### src/rtl/rapcla_error_corrector.sv
// Exact-result post-stage for the reconfigurable approximate CLA.
// Re-adds one group per cycle, flags wrong groups, counts bad results.
module rapcla_error_corrector #(
  parameter int SIZE      = 16,
  parameter int GROUPSIZE = 8,
  parameter int WINDOW    = 4,
  parameter int CNTW      = 8
) (
  input  logic                      CLK,
  input  logic                      RSTN,
  input  logic                      IN_VALID,
  output logic                      IN_READY,
  input  logic [SIZE-1:0]           A,
  input  logic [SIZE-1:0]           B,
  input  logic                      CIN,
  input  logic [SIZE-1:0]           ASUM,
  input  logic                      ACOUT,
  input  logic [SIZE/GROUPSIZE-1:0] RCON,
  input  logic                      BYPASS,
  output logic                      OUT_VALID,
  input  logic                      OUT_READY,
  output logic [SIZE-1:0]           SUM,
  output logic                      COUT,
  output logic [SIZE/GROUPSIZE-1:0] ERR_GROUPS,
  output logic                      ERR_ANY,
  input  logic                      CLR_COUNT,
  output logic [CNTW-1:0]           ERR_COUNT
);

  localparam int NG = SIZE / GROUPSIZE;
  localparam int IW = (NG > 1) ? $clog2(NG) : 1;

  if (SIZE % GROUPSIZE != 0) begin : g_bad_size
    $error("SIZE must be a multiple of GROUPSIZE");
  end
  if (WINDOW >= GROUPSIZE) begin : g_bad_window
    $error("WINDOW must be smaller than GROUPSIZE");
  end

  typedef enum logic [1:0] {
    IDLE = 2'd0,
    FIX  = 2'd1,
    OUT  = 2'd2
  } state_t;

  state_t state;

  logic [SIZE-1:0]      a_q;
  logic [SIZE-1:0]      b_q;
  logic [SIZE-1:0]      asum_q;
  logic                 acout_q;
  logic                 carry;
  logic [IW-1:0]        gi;

  logic [GROUPSIZE-1:0] ga;
  logic [GROUPSIZE-1:0] gb;
  logic [GROUPSIZE-1:0] gref;
  logic [GROUPSIZE:0]   gsum;
  logic [SIZE-1:0]      sum_nx;
  logic [NG-1:0]        eg_nx;
  logic                 last;
  logic                 hs;

  assign IN_READY  = (state == IDLE);
  assign OUT_VALID = (state == OUT);
  assign hs        = OUT_VALID & OUT_READY;
  assign last      = (gi == IW'(NG - 1));

  // Slice out the current group and add it with the running carry
  always_comb begin
    ga     = '0;
    gb     = '0;
    gref   = '0;
    sum_nx = SUM;
    eg_nx  = ERR_GROUPS;
    for (int j = 0; j < NG; j++) begin
      if (gi == IW'(j)) begin
        ga   = a_q[j*GROUPSIZE +: GROUPSIZE];
        gb   = b_q[j*GROUPSIZE +: GROUPSIZE];
        gref = asum_q[j*GROUPSIZE +: GROUPSIZE];
      end
    end
    gsum = {1'b0, ga} + {1'b0, gb}
         + {{GROUPSIZE{1'b0}}, carry};
    for (int j = 0; j < NG; j++) begin
      if (gi == IW'(j)) begin
        sum_nx[j*GROUPSIZE +: GROUPSIZE] =
          gsum[GROUPSIZE-1:0];
        eg_nx[j] = (gsum[GROUPSIZE-1:0] != gref);
      end
    end
  end

  // Control FSM: accept, fix group-serially, hold result
  always_ff @(posedge CLK or negedge RSTN) begin
    if (!RSTN) begin
      state      <= IDLE;
      a_q        <= '0;
      b_q        <= '0;
      asum_q     <= '0;
      acout_q    <= 1'b0;
      carry      <= 1'b0;
      gi         <= '0;
      SUM        <= '0;
      COUT       <= 1'b0;
      ERR_GROUPS <= '0;
      ERR_ANY    <= 1'b0;
    end else begin
      unique case (state)
        IDLE: begin
          if (IN_VALID) begin
            a_q     <= A;
            b_q     <= B;
            asum_q  <= ASUM;
            acout_q <= ACOUT;
            if (BYPASS && (RCON == '0)) begin
              SUM        <= ASUM;
              COUT       <= ACOUT;
              ERR_GROUPS <= '0;
              ERR_ANY    <= 1'b0;
              state      <= OUT;
            end else begin
              carry <= CIN;
              gi    <= '0;
              state <= FIX;
            end
          end
        end
        FIX: begin
          SUM        <= sum_nx;
          ERR_GROUPS <= eg_nx;
          carry      <= gsum[GROUPSIZE];
          if (last) begin
            COUT    <= gsum[GROUPSIZE];
            ERR_ANY <= (|eg_nx)
                     | (gsum[GROUPSIZE] != acout_q);
            state   <= OUT;
          end else begin
            gi <= gi + IW'(1);
          end
        end
        OUT: begin
          if (OUT_READY) state <= IDLE;
        end
        default: state <= IDLE;
      endcase
    end
  end

  // Saturating count of delivered erroneous results
  always_ff @(posedge CLK or negedge RSTN) begin
    if (!RSTN) begin
      ERR_COUNT <= '0;
    end else if (CLR_COUNT) begin
      ERR_COUNT <= '0;
    end else if (hs && ERR_ANY && (ERR_COUNT != '1)) begin
      ERR_COUNT <= ERR_COUNT + CNTW'(1);
    end
  end

endmodule

### config.mk
export PLATFORM = sky130hd
export DESIGN_NAME = rapcla_error_corrector
export DESIGN_NICKNAME = d
export VERILOG_FILES = /design/src/rtl/rapcla_error_corrector.sv
export SDC_FILE = /design/constraint.sdc
export NUM_CORES = 1
export LEC_CHECK = 0
export CAP_MARGIN = 30
export CORE_ASPECT_RATIO = 1.1
export CORE_MARGIN = 2
export CORE_UTILIZATION = 39
export DETAILED_ROUTE_END_ITERATION = 12
export SLEW_MARGIN = 20
export SYNTH_ARGS = -nofsm -noshare
export SYNTH_HDL_FRONTEND = slang
export SYNTH_SLANG_ARGS = --single-unit
export TNS_END_PERCENT = 10
### constraint.sdc
create_clock -name CLK -period 3.8 [get_ports CLK]
set_input_delay 0.38 -clock CLK [delete_from_list [all_inputs] [get_ports CLK]]
set_output_delay 0.38 -clock CLK [all_outputs]
set_load 0.05 [all_outputs]
==> impl_metrics.py, run 1 <==
metrics = {
    "cells_and_area": {
        "nets": 503,
        "syn_to_final_growth_pct": 29.9,
        "diodes": 0,
        "drive_gt1_share_pct": 18.9,
        "fin_util_pct": 52.5,
        "design_area_sq_um": 5250,
        "multi_input_area_sq_um": 1940,
        "seqCellArea_sq_um": 2030,
        "fill_cells": 911,
    },
    "worst_setup_path": {
        "path_class": "register to register",
        "startpoint_type": "register",
        "critPathRequiredTime_ns": 4.01,
        "critPathArrivalTime_ns": 3.43,
        "cp-end-kind": "register",
        "crit_path_max_fanout": 12,
    },
    "floorplan": {
        "core_area_sq_um": 9980,
        "die-width_um": 101,
        "io_pins": 88,
        "dieArea_sq_um": 11200,
        "dieHeight_um": 111,
        "rows": 38,
        "start_util_pct": 40.4,
    },
    "sta": {
        "max_freq_mhz": 311,
        "hold_viol": 0,
        "finalCritPeriodShare_pct": 84.6,
        "setup_viol_count_final": 0,
        "relSlewSlack_pct": 44.1,
        "period_minus_slack_ns": 3.22,
        "setup_tns_ns": 0,
        "worstMarginPinSlew_ns": 0.838,
        "timing.hold.ws_ns": 0.485,
        "slew_violations": 0,
        "finClkSkew_ns": 0.00688,
        "rsz0062_at_grt": "no",
    },
    "hold_path": {
        "hp-class": "input port to async pin",
    },
    "clocking": {
        "cts.sinks": 81,
        "cts_buffer_depth": 2,
        "cts_tree": "built",
        "clk_pin_slew_ns": 0.08,
        "cts_root_buf": "clkbuf_8",
        "htreeDepth": 3,
        "cts_setup_buffers": 0,
        "cts_buffers": 9,
        "clk_latency_ns": 0.36,
    },
    "power": {
        "swShare_pct": 43.6,
        "p_clk_share_pct": 10.9,
        "comb_power_share_pct": 61.6,
        "p_leak_nw": 2.19,
        "vdd_drop_max_mv": 0.463,
        "p_int_mw": 3.15,
        "power_density_nw_per_um2": 1060,
        "seq_power_share_pct": 27.5,
        "switchingPower_mw": 2.43,
    },
    "place": {
        "place_area_sq_um": 5050,
        "dp_hpwl_mm": 6.69,
        "io_buffer_count": 87,
        "gp_congestion": 0.777,
    },
    "drt": {
        "vias_per_cell": 5.21,
        "drt_drc_violations_left": 0,
        "met1_length_mm": 3.99,
        "route.met2.wl_mm": 4.40,
        "drt_iter0_markers": 84,
        "vias": 2908,
        "routed_wl_mm": 8.94,
        "highest_layer": "met4",
        "ant_nets": 0,
        "avgRoutedWirePerCell_um": 16.0,
        "drt-pass1-iter-count": 4,
        "wl_met3_um": 399,
    },
    "global_routing": {
        "antenna_found_initial": 0,
        "grt_pass1_vias": 3049,
        "gr-total-overflow": 0,
        "grt_max_degree": 53,
        "grt_usage_pct": 17.3,
        "grt_pass1_wl_mm": 15.3,
    },
    "synth": {
        "synth_most_common_cell": "dfrtp_1",
        "syn_area_sq_um": 4040,
        "synth_commonest_cells": "81 x dfrtp_1, 61 x mux2_2, 29 x nand2_1",
        "synth_seq_area_share_pct": 50.2,
        "synth_edf_count": 0,
        "synth_top_area_share_pct": 50.2,
        "synth.net_count": 415,
        "synthArstFlopShare_pct": 100,
        "syn_inst": 347,
        "avgSynthCellArea_sq_um": 11.6,
        "synth_largest_area_cell": "dfrtp_1",
        "ys_top_cells_by_area": "dfrtp_1 50%, mux2_2 17%, mux2i_1 3.5%, xor2_1 3.0%, nand2_1 2.7%",
        "synth-seq-cells": 81,
        "yosys_most_used_dff": "dfrtp_1",
        "synthDistinctLibCells": 41,
        "yosys_warnings": 0,
    },
    "job": {
        "cap_violations": 0,
    },
    "status": {
        "status": "finished clean",
    },
}
layout make-up:
| class | instances | area share (%) |
|---|---|---|
| Multi-Input combinational cell | 246 | 36.9 |
| Clock buffer | 11 | 2.69 |
| Tap cell | 120 | 2.86 |
| Clock inverter | 3 | 0.811 |
| Timing Repair Buffer | 92 | 17.7 |
| Inverter | 5 | 0.358 |
| Sequential cell | 81 | 38.6 |
worst max-delay path: stages, from the launching register on:
cell and delay, ns:
dfrtp_1 0.68, mux2i_1 0.19, fa_1 0.45, fa_1 0.42, xor2_1 0.31, xor2_1 0.11
nor3_1 0.24, nand3b_1 0.18, a2111oi_4 0.37, o31ai_1 0.11
registers in the layout (all words and copies together), names as in the netlist:
name,flops
ERR_COUNT,8
asum_q,16
gi,1
COUT,1
SUM,16
state,2
ERR_GROUPS,2
ERR_ANY,1
acout_q,1
carry,1
b_q,16
a_q,16
power groups by stage:
stage,registers (mW),logic [mW],clock network [mW]
finish,1.53,3.43,0.610
global route,1.59,3.76,0.661
CTS,1.54,3.47,0.632
detailed placement,1.56,3.45,0
global placement,1.55,3.40,0
floorplan,1.79,2.33,0
path summary, 6_finish.rpt:
kind	start	to	slack, ns	cells past startpoint
min	RSTN	ERR_COUNT[5]$_DFFE_PN0P_	0.49	2
min reg2reg	SUM[1]$_DFFE_PN0P_	SUM[1]$_DFFE_PN0P_	0.49	2
min in group CLK	SUM[1]$_DFFE_PN0P_	SUM[1]$_DFFE_PN0P_	0.49	2
max	gi$_DFFE_PN0P_	ERR_GROUPS[1]$_DFFE_PN0P_	0.58	9
max reg2reg	gi$_DFFE_PN0P_	ERR_GROUPS[1]$_DFFE_PN0P_	0.58	9
max in group asynchronous	RSTN	SUM[0]$_DFFE_PN0P_	2.71	3
per-stage QoR:
step	total power [mW]	worst slack [ns]	std cells
after detailed placement	5.01	0.516	543
after CTS	5.64	0.494	558
final	5.57	0.584	558
after global routing	6.02	0.316	558
after floorplan	4.12	0.445	347
after global placement	4.95	0.628	542
metal layers:
metal / track usage [%] / vias to the layer above
met4: 6.49 / 0
met1: 23.1 / 1417
met2: 28.1 / 68
met5: 0 / -
li1: - / 1409
met3: 2.96 / 14
kinds of logic (layout without fill, tap and decap cells):
| group | after synthesis | after routing | share of synthesized area, % |
|---|---|---|---|
| flip-flops | 81 | 81 | 50.2 |
| AND/OR/NAND/NOR | 79 | 79 | 8.99 |
| multiplexers | 75 | 75 | 20.5 |
| AO/OA/AOI/OAI | 60 | 60 | 9.76 |
| XOR/XNOR | 22 | 22 | 5.11 |
| buffers and inverters | 20 | 111 | 1.98 |
| adder cells (fa/ha/maj) | 10 | 10 | 3.47 |
placed cells by master (no fill, tap or decap), drive strengths merged, types with 8 or more instances in the layout:
cell type,instances
ha,8
nor2,26
xor2,14
clkdlybuf4s50,86
clkbuf,11
o21ai,19
dfrtp,81
mux2,61
a21oi,15
mux2i,14
nand2,29
what timing repair did:
action	CTS	global route
endpoints found under the hold margin	29	0
resized for setup	0	0
hold buffers	1	0
setup endpoints to repair	0	0
Note: power is estimated with default switching activity, not from simulation.
==> run 2: changes to the inputs <==
==> constraint.sdc (replaced) <==
create_clock -name CLK -period 3.2 [get_ports CLK]
set_input_delay 0.32 -clock CLK [delete_from_list [all_inputs] [get_ports CLK]]
set_output_delay 0.32 -clock CLK [all_outputs]
set_load 0.05 [all_outputs]
==> impl_metrics.py, run 2 (synthesis results as in run 1) <==
metrics = {
    "place": {
        "placedCellCount": 543,
        "gp_congestion": 0.749,
        "io_buffer_count": 87,
        "dp_hpwl_mm": 6.79,
    },
    "clocking": {
        "cts_buffers": 9,
        "clk_pin_slew_ns": 0.08,
        "htreeDepth": 3,
        "cts_buffer_depth": 2,
        "clk_latency_ns": 0.36,
        "cts_tree": "built",
        "cts.sinks": 81,
        "cts_root_buf": "clkbuf_8",
    },
    "worst_setup_path": {
        "startpoint_type": "register",
        "path_class": "register to register",
        "crit_chain": "buf_4 -> mux2_2 -> ha_1 -> o221a_1 -> o21a_1 -> or3_4 -> a2111oi_4 -> o31ai_1",
        "critPathArrivalTime_ns": 3.21,
        "max_stage_delay_ns": 0.51,
        "cp-end-kind": "register",
        "crit_path_max_fanout": 17,
        "critPathSlowestCell": "dfrtp_2",
        "critPathRequiredTime_ns": 3.40,
    },
    "floorplan": {
        "io_pins": 88,
        "die-width_um": 101,
        "core_area_sq_um": 9980,
        "rows": 38,
        "start_util_pct": 40.4,
        "dieArea_sq_um": 11200,
        "dieHeight_um": 111,
    },
    "status": {
        "status": "finished clean",
    },
    "global_routing": {
        "antenna_found_initial": 0,
        "grt_usage_pct": 17.2,
        "grt_pass1_vias": 2972,
        "grt_max_degree": 56,
        "grt_pass1_wl_mm": 15.1,
        "gr-total-overflow": 0,
    },
    "drt": {
        "routed_wl_mm": 9.01,
        "ant_nets": 0,
        "vias_per_cell": 5.18,
        "drt_drc_violations_left": 0,
        "vias": 2903,
        "drt-pass1-iter-count": 6,
        "avgRoutedWirePerCell_um": 16.1,
        "drt_iter0_markers": 125,
    },
    "sta": {
        "rsz0062_at_grt": "no",
        "relSlewSlack_pct": 43.6,
        "finalCritPeriodShare_pct": 93.9,
        "slew_violations": 0,
        "period_minus_slack_ns": 3.01,
        "timing.hold.ws_ns": 0.423,
        "finClkSkew_ns": 0.0118,
        "max_freq_mhz": 333,
        "setup_viol_count_final": 0,
        "hold_viol": 0,
        "worstMarginPinSlew_ns": 0.846,
        "setup_tns_ns": 0,
    },
    "power": {
        "p_leak_nw": 2.20,
        "power_density_nw_per_um2": 1260,
        "vdd_drop_max_mv": 0.517,
        "total_power_mw": 6.64,
    },
    "cells_and_area": {
        "syn_to_final_growth_pct": 30.6,
        "multi_input_area_sq_um": 1940,
        "diodes": 0,
        "fill_cells": 892,
        "seqCellArea_sq_um": 2030,
        "mostFrequentLayoutCell": "clkdlybuf4s50_1",
        "nets": 503,
        "layout_common_cells": "86 x clkdlybuf4s50_1, 80 x dfrtp_1, 61 x mux2_2",
        "drive_gt1_share_pct": 19.8,
        "fin_cells": 560,
    },
    "hold_path": {
        "hp-class": "input port to async pin",
    },
    "job": {
        "cap_violations": 0,
    },
}
## run 2: cell count changes in the layout (fill, tap and decap cells not counted), sizes merged
cell	delta
clkbuf	-1
clkinv	+3
## run 2: report_power, final
part | switching (mW) | leakage [nW] | internal (mW) | total, mW
sequential | 0.307 | 0.963 | 1.50 | 1.81
clock | 0.373 | 0.102 | 0.376 | 0.749
combinational | 2.22 | 1.14 | 1.87 | 4.09
total | 2.90 | 2.20 | 3.75 | 6.64
## run 2: per-layer routing
layer	wire [um]	GRT usage, %	vias up
met5	0	0	-
met4	148	6.85	0
met3	316	2.46	11
met2	4430	27.4	69
met1	4120	23.7	1421
li1	-	-	1402
## run 2: metrics by stage
stage	instance area (sq um)	setup slack, ns	utilization, %
floorplan	4040	0.0430	-
global placement	5040	0.159	50.5
detailed placement	5060	0.0768	50.7
CTS	5270	0.0474	52.8
global route	5270	0.0269	52.8
finish	5270	0.194	52.8
## run 2: worst max-delay path: cells and delay by family (launching register included)
family / cells / cell delay [ns]
AO/OA/AOI/OAI: 4 / 0.91
adder cells (fa/ha/maj): 1 / 0.36
flip-flops: 1 / 0.51
buffers and inverters: 1 / 0.33
AND/OR/NAND/NOR: 1 / 0.38
multiplexers: 1 / 0.37
## run 2: worst paths after layout
path                       cells past startpoint  slack, ns                start                   endpoint
setup / recovery                               8       0.19       gi$_DFFE_PN0P_  ERR_GROUPS[1]$_DFFE_PN0P_
hold / removal                                 2       0.42                 RSTN   ERR_COUNT[3]$_DFFE_PN0P_
setup reg to reg                               8       0.19       gi$_DFFE_PN0P_  ERR_GROUPS[1]$_DFFE_PN0P_
hold reg to reg                                2       0.48  SUM[15]$_DFFE_PN0P_        SUM[15]$_DFFE_PN0P_
max in group asynchronous                      3       2.16                 RSTN             gi$_DFFE_PN0P_
min in group CLK                               2       0.48  SUM[15]$_DFFE_PN0P_        SUM[15]$_DFFE_PN0P_
## run 2: timing repair
item,in CTS,in global routing
buffers inserted,0,0
hold buffers,1,0
hold endpoints to repair,26,0
resized for setup,0,1
setup endpoints to repair,0,4
## run 2: cell type report
cell class	instances	share of cell area, %
tap	120	2.85
multi-input combinational	246	36.8
clock inverter	6	1.09
sequential	81	38.5
timing repair buffer	92	17.8
clock buffer	10	2.61
inverter	5	0.356
==> run 3: changes to the inputs <==
--- a/config.mk
+++ b/config.mk
@@ -6,7 +6,7 @@
 export NUM_CORES = 1
 export LEC_CHECK = 0
 export CAP_MARGIN = 30
-export CORE_ASPECT_RATIO = 1.1
+export CORE_ASPECT_RATIO = 1.5
 export CORE_MARGIN = 2
 export CORE_UTILIZATION = 39
 export DETAILED_ROUTE_END_ITERATION = 12
==> impl_metrics.py, run 3 (synthesis results as in run 1) <==
metrics = {
    "power": {
        "switchingPower_mw": 2.94,
        "p_clk_share_pct": 15.9,
        "comb_power_share_pct": 58.6,
        "seq_power_share_pct": 25.5,
        "power_density_nw_per_um2": 1300,
        "p_leak_nw": 2.29,
        "vdd_drop_max_mv": 0.584,
        "p_int_mw": 4.15,
        "swShare_pct": 41.4,
        "total_power_mw": 7.09,
    },
    "clocking": {
        "cts_buffers": 9,
        "ctsResizeCount": 0,
        "cts_buffer_depth": 2,
        "htreeDepth": 3,
        "cts_tree": "built",
        "cts_root_buf": "clkbuf_16",
        "cts_setup_buffers": 0,
        "clk_pin_slew_ns": 0.06,
        "clk_latency_ns": 0.34,
        "cts.sinks": 81,
    },
    "cells_and_area": {
        "fill_cells": 894,
        "nets": 507,
        "drive_gt1_share_pct": 19.9,
        "syn_to_final_growth_pct": 34.5,
        "seqCellArea_sq_um": 2030,
        "layout_common_cells": "86 x clkdlybuf4s50_1, 81 x dfrtp_1, 61 x mux2_2",
        "multi_input_area_sq_um": 1940,
        "mostFrequentLayoutCell": "clkdlybuf4s50_1",
        "diodes": 0,
    },
    "worst_setup_path": {
        "crit_path_max_fanout": 13,
        "critPathRequiredTime_ns": 3.38,
        "critPathTopFamily": "adder cells",
        "cp-end-kind": "register",
        "cp_common_cell": "fa_1",
        "crit_chain": "buf_12 -> mux2i_1 -> fa_1 -> fa_1 -> nor2b_1 -> o22ai_1 -> xnor3_1 -> nand3b_1 -> a2111oi_4 -> o31ai_1",
        "startpoint_type": "register",
        "max_stage_delay_ns": 0.43,
        "critPathSlowestCell": "fa_1",
        "critPathArrivalTime_ns": 3.13,
        "worst-path-buf-inv": 1,
        "path_class": "register to register",
    },
    "drt": {
        "ant_nets": 0,
        "avgRoutedWirePerCell_um": 16.5,
        "vias_per_cell": 5.22,
        "routed_wl_mm": 9.26,
        "drt-pass1-iter-count": 4,
        "drt_drc_violations_left": 0,
        "vias": 2922,
        "drt_iter0_markers": 111,
    },
    "sta": {
        "timing.hold.ws_ns": 0.480,
        "relSlewSlack_pct": 42.9,
        "finClkSkew_ns": 0.00473,
        "rsz0062_at_grt": "no",
        "period_minus_slack_ns": 2.95,
        "finalCritPeriodShare_pct": 92.2,
        "slew_violations": 0,
        "setup_viol_count_final": 0,
        "setup_tns_ns": 0,
        "hold_viol": 0,
        "max_freq_mhz": 339,
        "worstMarginPinSlew_ns": 0.857,
    },
    "status": {
        "status": "finished clean",
    },
    "global_routing": {
        "grt_max_degree": 47,
        "gr-total-overflow": 0,
        "antenna_found_initial": 0,
        "grt_pass1_wl_mm": 15.4,
        "grt_pass1_vias": 3102,
        "grt_usage_pct": 17.8,
    },
    "floorplan": {
        "dieHeight_um": 129,
        "die-width_um": 87.1,
        "rows": 45,
        "io_pins": 88,
        "dieArea_sq_um": 11200,
        "core_area_sq_um": 10100,
        "start_util_pct": 40.1,
    },
    "job": {
        "cap_violations": 0,
    },
    "place": {
        "io_buffer_count": 87,
        "dp_hpwl_mm": 7.21,
        "gp_congestion": 0.834,
    },
    "hold_path": {
        "hp-class": "input port to async pin",
    },
}
-- run 3: cell types whose count changed in the layout (fill, tap and decap cells not counted), sizes merged --
cell,change
clkinvlp,-1
bufinv,+1
clkinv,-4
clkbuf,+3
buf,+4
-- run 3: final cells by class --
cell class	count	share of cell area [%]
flip-flops and latches	81	37.3
multi-input cells	246	35.7
repair buffers	96	17.9
clock buffers	13	4.98
well taps	117	2.70
clock inverters	2	1.11
inverters	5	0.346
-- run 3: metal layers --
metal	vias to the layer above	routed length, um	track usage, %
li1	1414	-	-
met1	1411	3840	21.7
met2	77	4750	29.8
met3	20	373	3.78
met4	0	295	8.55
met5	-	0	0
-- run 3: path summary, 6_finish.rpt --
| check | startpoint | end | slack [ns] | depth (start not counted) |
|---|---|---|---|---|
| setup / recovery | gi$_DFFE_PN0P_ | ERR_GROUPS[0]$_DFFE_PN0P_ | 0.25 | 10 |
| hold / removal | RSTN | SUM[1]$_DFFE_PN0P_ | 0.48 | 2 |
| setup reg to reg | gi$_DFFE_PN0P_ | ERR_GROUPS[0]$_DFFE_PN0P_ | 0.25 | 10 |
| hold reg to reg | SUM[7]$_DFFE_PN0P_ | SUM[7]$_DFFE_PN0P_ | 0.48 | 2 |
| max in group asynchronous | RSTN | a_q[12]$_DFFE_PN0P_ | 2.12 | 3 |
| min in group CLK | SUM[7]$_DFFE_PN0P_ | SUM[7]$_DFFE_PN0P_ | 0.48 | 2 |
-- run 3: per-stage QoR --
step	setup slack [ns]	util, %	cells	instance area [sq um]
2_1_floorplan	0.0430	-	347	4040
3_3_place_gp	0.289	50.2	543	5060
3_5_place_dp	0.228	50.5	544	5090
4_1_cts	0.221	53.9	560	5430
5_1_grt	0.0555	53.9	560	5430
6_report	0.248	53.9	560	5430
-- run 3: power by group through the flow --
stage / registers [mW] / clock network [mW] / logic, mW
finish: 1.81 / 1.13 / 4.15
global route: 1.88 / 1.19 / 4.53
CTS: 1.82 / 1.15 / 4.20
detailed placement: 1.83 / 0 / 4.18
global placement: 1.83 / 0 / 4.11
floorplan: 2.13 / 0 / 2.77
-- run 3: repair_timing --
action / 4_1_cts / 5_1_grt
setup endpoints to repair: 0 / 0
endpoints found under the hold margin: 35 / 0
hold buffers: 1 / 0
